$ cat src/rtl/mips_pkg.sv
// mips_pkg: opcodes, flush encoding and redirect FSM states shared by the IF/ID boundary
package mips_pkg;
    localparam logic [5:0] OP_RTYPE = 6'h00;
    localparam logic [5:0] OP_BEQ   = 6'h04;
    localparam logic [5:0] OP_BNE   = 6'h05;
    localparam logic [5:0] OP_SB    = 6'h28;
    localparam logic [5:0] OP_SH    = 6'h29;
    localparam logic [5:0] OP_SW    = 6'h2B;
    localparam logic [31:0] NOP_INSTR = 32'h0000_0000;

    typedef enum logic {IDLE, PENDING} fsm_t;

    // Opcodes whose rt field is read as a source operand
    function automatic logic uses_rt(input logic [5:0] op);
        return op == OP_RTYPE || op == OP_BEQ || op == OP_BNE ||
               op == OP_SB || op == OP_SH || op == OP_SW;
    endfunction
endpackage

$ cat src/rtl/hazard_detect.sv
// hazard_detect: load-use hazard between the instruction in ID and a load in EX
module hazard_detect
    import mips_pkg::*;
(
    input  logic [31:0] instruction,
    input  logic        valid,
    input  logic        mem_read,
    input  logic [4:0]  ex_rt,
    output logic        hazard
);
    logic [4:0] rs;
    logic [4:0] rt;

    assign rs = instruction[25:21];
    assign rt = instruction[20:16];
    // $zero never carries a dependency, so a load to it cannot stall
    assign hazard = valid && mem_read && ex_rt != 5'd0 &&
                    (ex_rt == rs || (uses_rt(instruction[31:26]) && ex_rt == rt));
endmodule

$ cat src/rtl/if_id_stage.sv
// if_id_stage: IF/ID register with load-use stall, branch flush and stalled-redirect replay
module if_id_stage #(
    parameter logic [31:0] NOP_INSTR = mips_pkg::NOP_INSTR,
    parameter int          CNT_W     = 16
) (
    input  logic             clk,
    input  logic             rst,
    input  logic [31:0]      i_IF_data_PCNext,
    input  logic [31:0]      i_IF_data_instruction,
    input  logic             i_EX_ctrl_PCSrc,
    input  logic [31:0]      i_EX_data_PCBranch,
    input  logic             i_EX_ctrl_MemRead,
    input  logic [4:0]       i_EX_data_Rt,
    input  logic             i_ext_stall,
    output logic [31:0]      o_ID_data_instruction,
    output logic [31:0]      o_ID_data_PCNext,
    output logic             o_ID_ctrl_valid,
    output logic             o_EX_ctrl_bubble,
    output logic             o_IF_ctrl_stall,
    output logic             o_IF_ctrl_PCSrc,
    output logic [31:0]      o_IF_data_PCBranch,
    output logic [CNT_W-1:0] o_perf_stall_cnt,
    output logic [CNT_W-1:0] o_perf_flush_cnt
);
    import mips_pkg::*;

    fsm_t        state_q, state_d;
    logic [31:0] target_q, target_d;
    logic        hazard;
    logic        redirect;
    logic        pending;

    hazard_detect u_hazard (
        .instruction(o_ID_data_instruction),
        .valid      (o_ID_ctrl_valid),
        .mem_read   (i_EX_ctrl_MemRead),
        .ex_rt      (i_EX_data_Rt),
        .hazard     (hazard)
    );

    assign pending            = state_q == PENDING;
    assign redirect           = i_EX_ctrl_PCSrc || pending;
    assign o_IF_ctrl_PCSrc    = i_EX_ctrl_PCSrc || (pending && !i_ext_stall);
    assign o_IF_data_PCBranch = i_EX_ctrl_PCSrc ? i_EX_data_PCBranch : target_q;
    assign o_IF_ctrl_stall    = i_ext_stall || (hazard && !redirect);
    assign o_EX_ctrl_bubble   = hazard && !redirect && !i_ext_stall;

    // Redirect FSM state and latched target
    always_ff @(posedge clk or posedge rst) begin
        if (rst) begin
            state_q  <= IDLE;
            target_q <= 32'd0;
        end else begin
            state_q  <= state_d;
            target_q <= target_d;
        end
    end

    // A redirect seen while fetch is stalled is parked until the stall drops; the youngest target wins
    always_comb begin
        state_d  = (redirect && i_ext_stall) ? PENDING : IDLE;
        target_d = (i_EX_ctrl_PCSrc && i_ext_stall) ? i_EX_data_PCBranch : target_q;
    end

    // IF/ID register: flush beats hold beats capture
    always_ff @(posedge clk or posedge rst) begin
        if (rst) begin
            o_ID_data_instruction <= NOP_INSTR;
            o_ID_data_PCNext      <= 32'd0;
            o_ID_ctrl_valid       <= 1'b0;
        end else if (redirect) begin
            o_ID_data_instruction <= NOP_INSTR;
            o_ID_ctrl_valid       <= 1'b0;
        end else if (!(i_ext_stall || hazard)) begin
            o_ID_data_instruction <= i_IF_data_instruction;
            o_ID_data_PCNext      <= i_IF_data_PCNext;
            o_ID_ctrl_valid       <= 1'b1;
        end
    end

    // Saturating counters; a branch counts once, on its live phase out of IDLE
    always_ff @(posedge clk or posedge rst) begin
        if (rst) begin
            o_perf_stall_cnt <= '0;
            o_perf_flush_cnt <= '0;
        end else begin
            if (o_IF_ctrl_stall && o_perf_stall_cnt != '1) o_perf_stall_cnt <= o_perf_stall_cnt + 1'b1;
            if (i_EX_ctrl_PCSrc && !pending && o_perf_flush_cnt != '1) o_perf_flush_cnt <= o_perf_flush_cnt + 1'b1;
        end
    end
endmodule

$ cat config.mk
export PLATFORM = sky130hd
export DESIGN_NAME = if_id_stage
export DESIGN_NICKNAME = d
export VERILOG_FILES = /design/src/rtl/mips_pkg.sv /design/src/rtl/hazard_detect.sv /design/src/rtl/if_id_stage.sv
export SDC_FILE = /design/constraint.sdc
export NUM_CORES = 1
export LEC_CHECK = 0
export CORE_MARGIN = 2
export CORE_UTILIZATION = 30
export CTS_CLUSTER_SIZE = 12
export DETAILED_ROUTE_END_ITERATION = 12
export SYNTH_ARGS = -nofsm -noshare
export SYNTH_HDL_FRONTEND = slang
export SYNTH_SLANG_ARGS = --single-unit
$ cat constraint.sdc
create_clock -name clk -period 4.8 [get_ports clk]
set_clock_uncertainty 0.2 [all_clocks]
set_input_delay 0.96 -clock clk [delete_from_list [all_inputs] [get_ports clk]]
set_output_delay 0.96 -clock clk [all_outputs]
set_load 0.01 [all_outputs]
==> metrics.md <==
| Metric | Value |
|---|---|
| Tightest Hold Check Type | reg -> reg |
| Port Buffers | 237 |
| Num ports | 238 |
| Slowest stage delay, CP | 0.59 ns |
| CP max-delay cell | clkdlybuf4s50_1 |
| Total power draw | 3616 uW |
| Crit path from | i_EX_data_Rt[3] |
| Max-capacitance violation count | 0 |
| Avg Cell Area, Syn | 13.77 um2 |
| Power density over the cells | 399.1 mW/mm2 |
| Drt first pass iters | 6 |
| Sequential cell area fraction in the yosys report | 56.13% |
| DR vias/cell | 4.645 |
| CP Launch Type | input port |
| Std cell rows | 50 |
| CTS H-tree lvls | 4 |
| Crit. End Element | output pin |
| Vias | 4357 |
| CTS tree | yes |
| GRT overflow | 0 |
| Post-synth cell types | 42 |
| Slew HR | 30.72% |
| HPWL after DPL | 11810 um |
| Starting density of the core | 30.78% |
| First-pass GRT wire length | 24820 um |
| Leading area contributor after synthesis | dfrtp_1 |
| Reg2Reg Launch Point | o_perf_flush_cnt[0]$_DFFE_PP0P_ |
| Root Driver | clkbuf_16 |
| Die H | 143.0 um |
| Antenna Violating Nets Remaining | 0 |
| EDFF count, synth | 0 |
| Crit path to | o_EX_ctrl_bubble |
| Worst IR Drop VDD | 0.0002508 V |
| Synth top cells by count | dfrtp_1, mux2_2, a22o_1, mux2_4, xnor2_1 |
| Cells after DPL | 906 |
| Syn. warnings | 0 |
| Run status | completed |
| Clock Latency Late Sink | 0.42 ns |
| Drt initial violations | 153 |
| Post-CTS sizing | 0 |
| Worst-path clk slew | 0.06 ns |
| Worst-margin pin slew | 1.026 ns |
| WP data required | 3.64 ns |
| CP Class | in -> out |
| Syn-to-layout area delta | 56.35% |
| Final WL | 16140 um |
| Setup TNS | 0 ns |
| Crit-path max FO | 3 |
| Critical-path cell list | clkdlybuf4s50_1, xor2_1, nor4_1, nand3_1, o31a_2, nor3_1, clkdlybuf4s50_1 |
| Crit share post-route | 90.41% |
| Final Setup Violations | 0 |
| Initial antenna violation count | 1 |
| Final layout net count | 773 |
| Mapped cell area | 0.005796 mm2 |
| Setup Buffers After CTS | 0 |
| Most frequent CP cell | clkdlybuf4s50_1 |
| # DRC | 0 |
| Largest cells by area after synthesis | dfrtp_1, mux2_2, mux2_4 |
| Top cell type's share of synthesized area | 56.13% |
| RSZ-0062 raised after global routing | false |
| Hold buffers post-CTS | 0 |
| Slew Limit Fails | 0 |
| Top FF cell, synth | dfrtp_1 |
| Wirelength per Cell | 17.21 um |
| Fraction of layout cells with a size suffix above 1 | 21.09% |
| # clock sinks | 130 |
| N_diodes | 0 |
| Internal reg-to-reg setup slack | 2.22 ns |
| Most common cell in the synthesized netlist | dfrtp_1 |
| Inserted Clock Buffers | 17 |
| GRT Util Overall | 15.89% |
| Max frequency | 0.2304 GHz |
| R2R depth | 6 |
| Seq cells post-synth | 130 |
| Final hold violations | 0 |
| Global placer's final weighted congestion | 0.8639 |
| Fin crit period | 4.339 ns |
| Async SR Flop Fraction | 100.0% |
| Post-synthesis cell count | 421 |
| Clk buf depth | 2 |
| Leak | 0.003798 uW |
| Reg-to-Reg End | o_perf_flush_cnt[5]$_DFFE_PP0P_ |
| WP data arrival | 3.18 ns |
| Pin count of the biggest net entering global routing | 67 |
| Vias in the first global route | 4544 |
| Die area | 0.02045 mm2 |
| Syn nets | 529 |
| DIE WIDTH | 143.0 um |
| Post-route insts no fill | 938 |
| Core ar. | 0.01883 mm2 |
cell families after synthesis:
kind of cell / Yosys count / synth area share [%]
AO/OA/AOI/OAI: 52 / 7.233
XOR/XNOR: 35 / 5.289
adder cells (fa/ha/maj): 2 / 0.4317
buffers and inverters: 24 / 2.828
flip-flops: 130 / 56.13
multiplexers: 99 / 21.05
AND/OR/NAND/NOR: 79 / 7.038
layer usage:
metal / routed length [um] / track usage [%] / vias up
li1: - / - / 2020
met1: 6728 / 19.18 / 2136
met2: 7736 / 25.23 / 166
met3: 1089 / 5.231 / 33
met4: 574 / 8.390 / 2
met5: 10 / 0 / -
worst min-delay path by stage:
stage | endpoint | slack, ns | from | cells past startpoint
after global routing | target_q[21]$_DFFE_PP0P_ | 0.31 | target_q[21]$_DFFE_PP0P_ | 1
after detailed placement | o_ID_data_instruction[6]$_DFFE_PP0P_ | 0.28 | o_ID_data_instruction[6]$_DFFE_PP0P_ | 1
after floorplan | target_q[27]$_DFFE_PP0P_ | 0.28 | target_q[27]$_DFFE_PP0P_ | 1
after CTS | o_perf_flush_cnt[6]$_DFFE_PP0P_ | 0.30 | o_perf_flush_cnt[6]$_DFFE_PP0P_ | 1
final | o_ID_data_instruction[9]$_DFFE_PP0P_ | 0.30 | o_ID_data_instruction[9]$_DFFE_PP0P_ | 1
after global placement | o_ID_data_instruction[11]$_DFFE_PP0P_ | 0.28 | o_ID_data_instruction[11]$_DFFE_PP0P_ | 1
power breakdown:
part	internal (uW)	switching, uW	leakage (uW)	total, uW
Sequential	1260	138	0.00163	1390
Clock	833	536	0.000298	1370
Combinational	538	316	0.00187	854
stage by stage:
stage	setup WS, ns	utilization (%)	hold slack, ns	instance area [um2]
floorplan	0.1707	-	0.2753	5796
global placement	0.4646	44.82	0.2833	8441
detailed placement	0.4671	44.82	0.2841	8441
CTS	0.4428	48.12	0.3028	9061
global route	0.2985	48.12	0.3143	9061
finish	0.4605	48.12	0.3023	9061
layout by cell type (no fill, tap or decap), drive strengths merged, types with 2 or more instances in the layout:
cell type and n:
nand2b 2, or3 2, clkdlybuf4s50 236, dfrtp 130, clkinvlp 2, clkbuf 17, nor2 13, nand2 14
xnor2 22, bufinv 3, buf 8, nor2b 2, o211a 2, inv 12, ha 2, a22o 32
a21oi 9, mux2 99, and3 7, clkinv 3, nand4 9, nor3 4, xor2 13, nand3 18
registers in the layout, summed over array words and instances, names as in the netlist:
| name | cells |
|---|---|
| o_ID_ctrl_valid | 1 |
| o_ID_data_instruction | 32 |
| target_q | 32 |
| o_perf_stall_cnt | 16 |
| pending | 1 |
| o_ID_data_PCNext | 32 |
| o_perf_flush_cnt | 16 |
critical path: cells and delay by family:
kind | cells | cell delay [ns]
buffers and inverters | 2 | 1.07
AND/OR/NAND/NOR | 3 | 0.57
AO/OA/AOI/OAI | 1 | 0.40
XOR/XNOR | 1 | 0.19
area by class of cell:
| class | count | area (um2) |
|---|---|---|
| Fill cell | 1649 | 9769 |
| Sequential cell | 130 | 3253 |
| Timing Repair Buffer | 244 | 2457 |
| Multi-Input combinational cell | 267 | 2384 |
| Clock buffer | 17 | 425.4 |
| Tap cell | 260 | 325.3 |
| Clock inverter | 15 | 195.2 |
| Inverter | 5 | 21.27 |
Note: power is estimated with default switching activity, not from simulation.
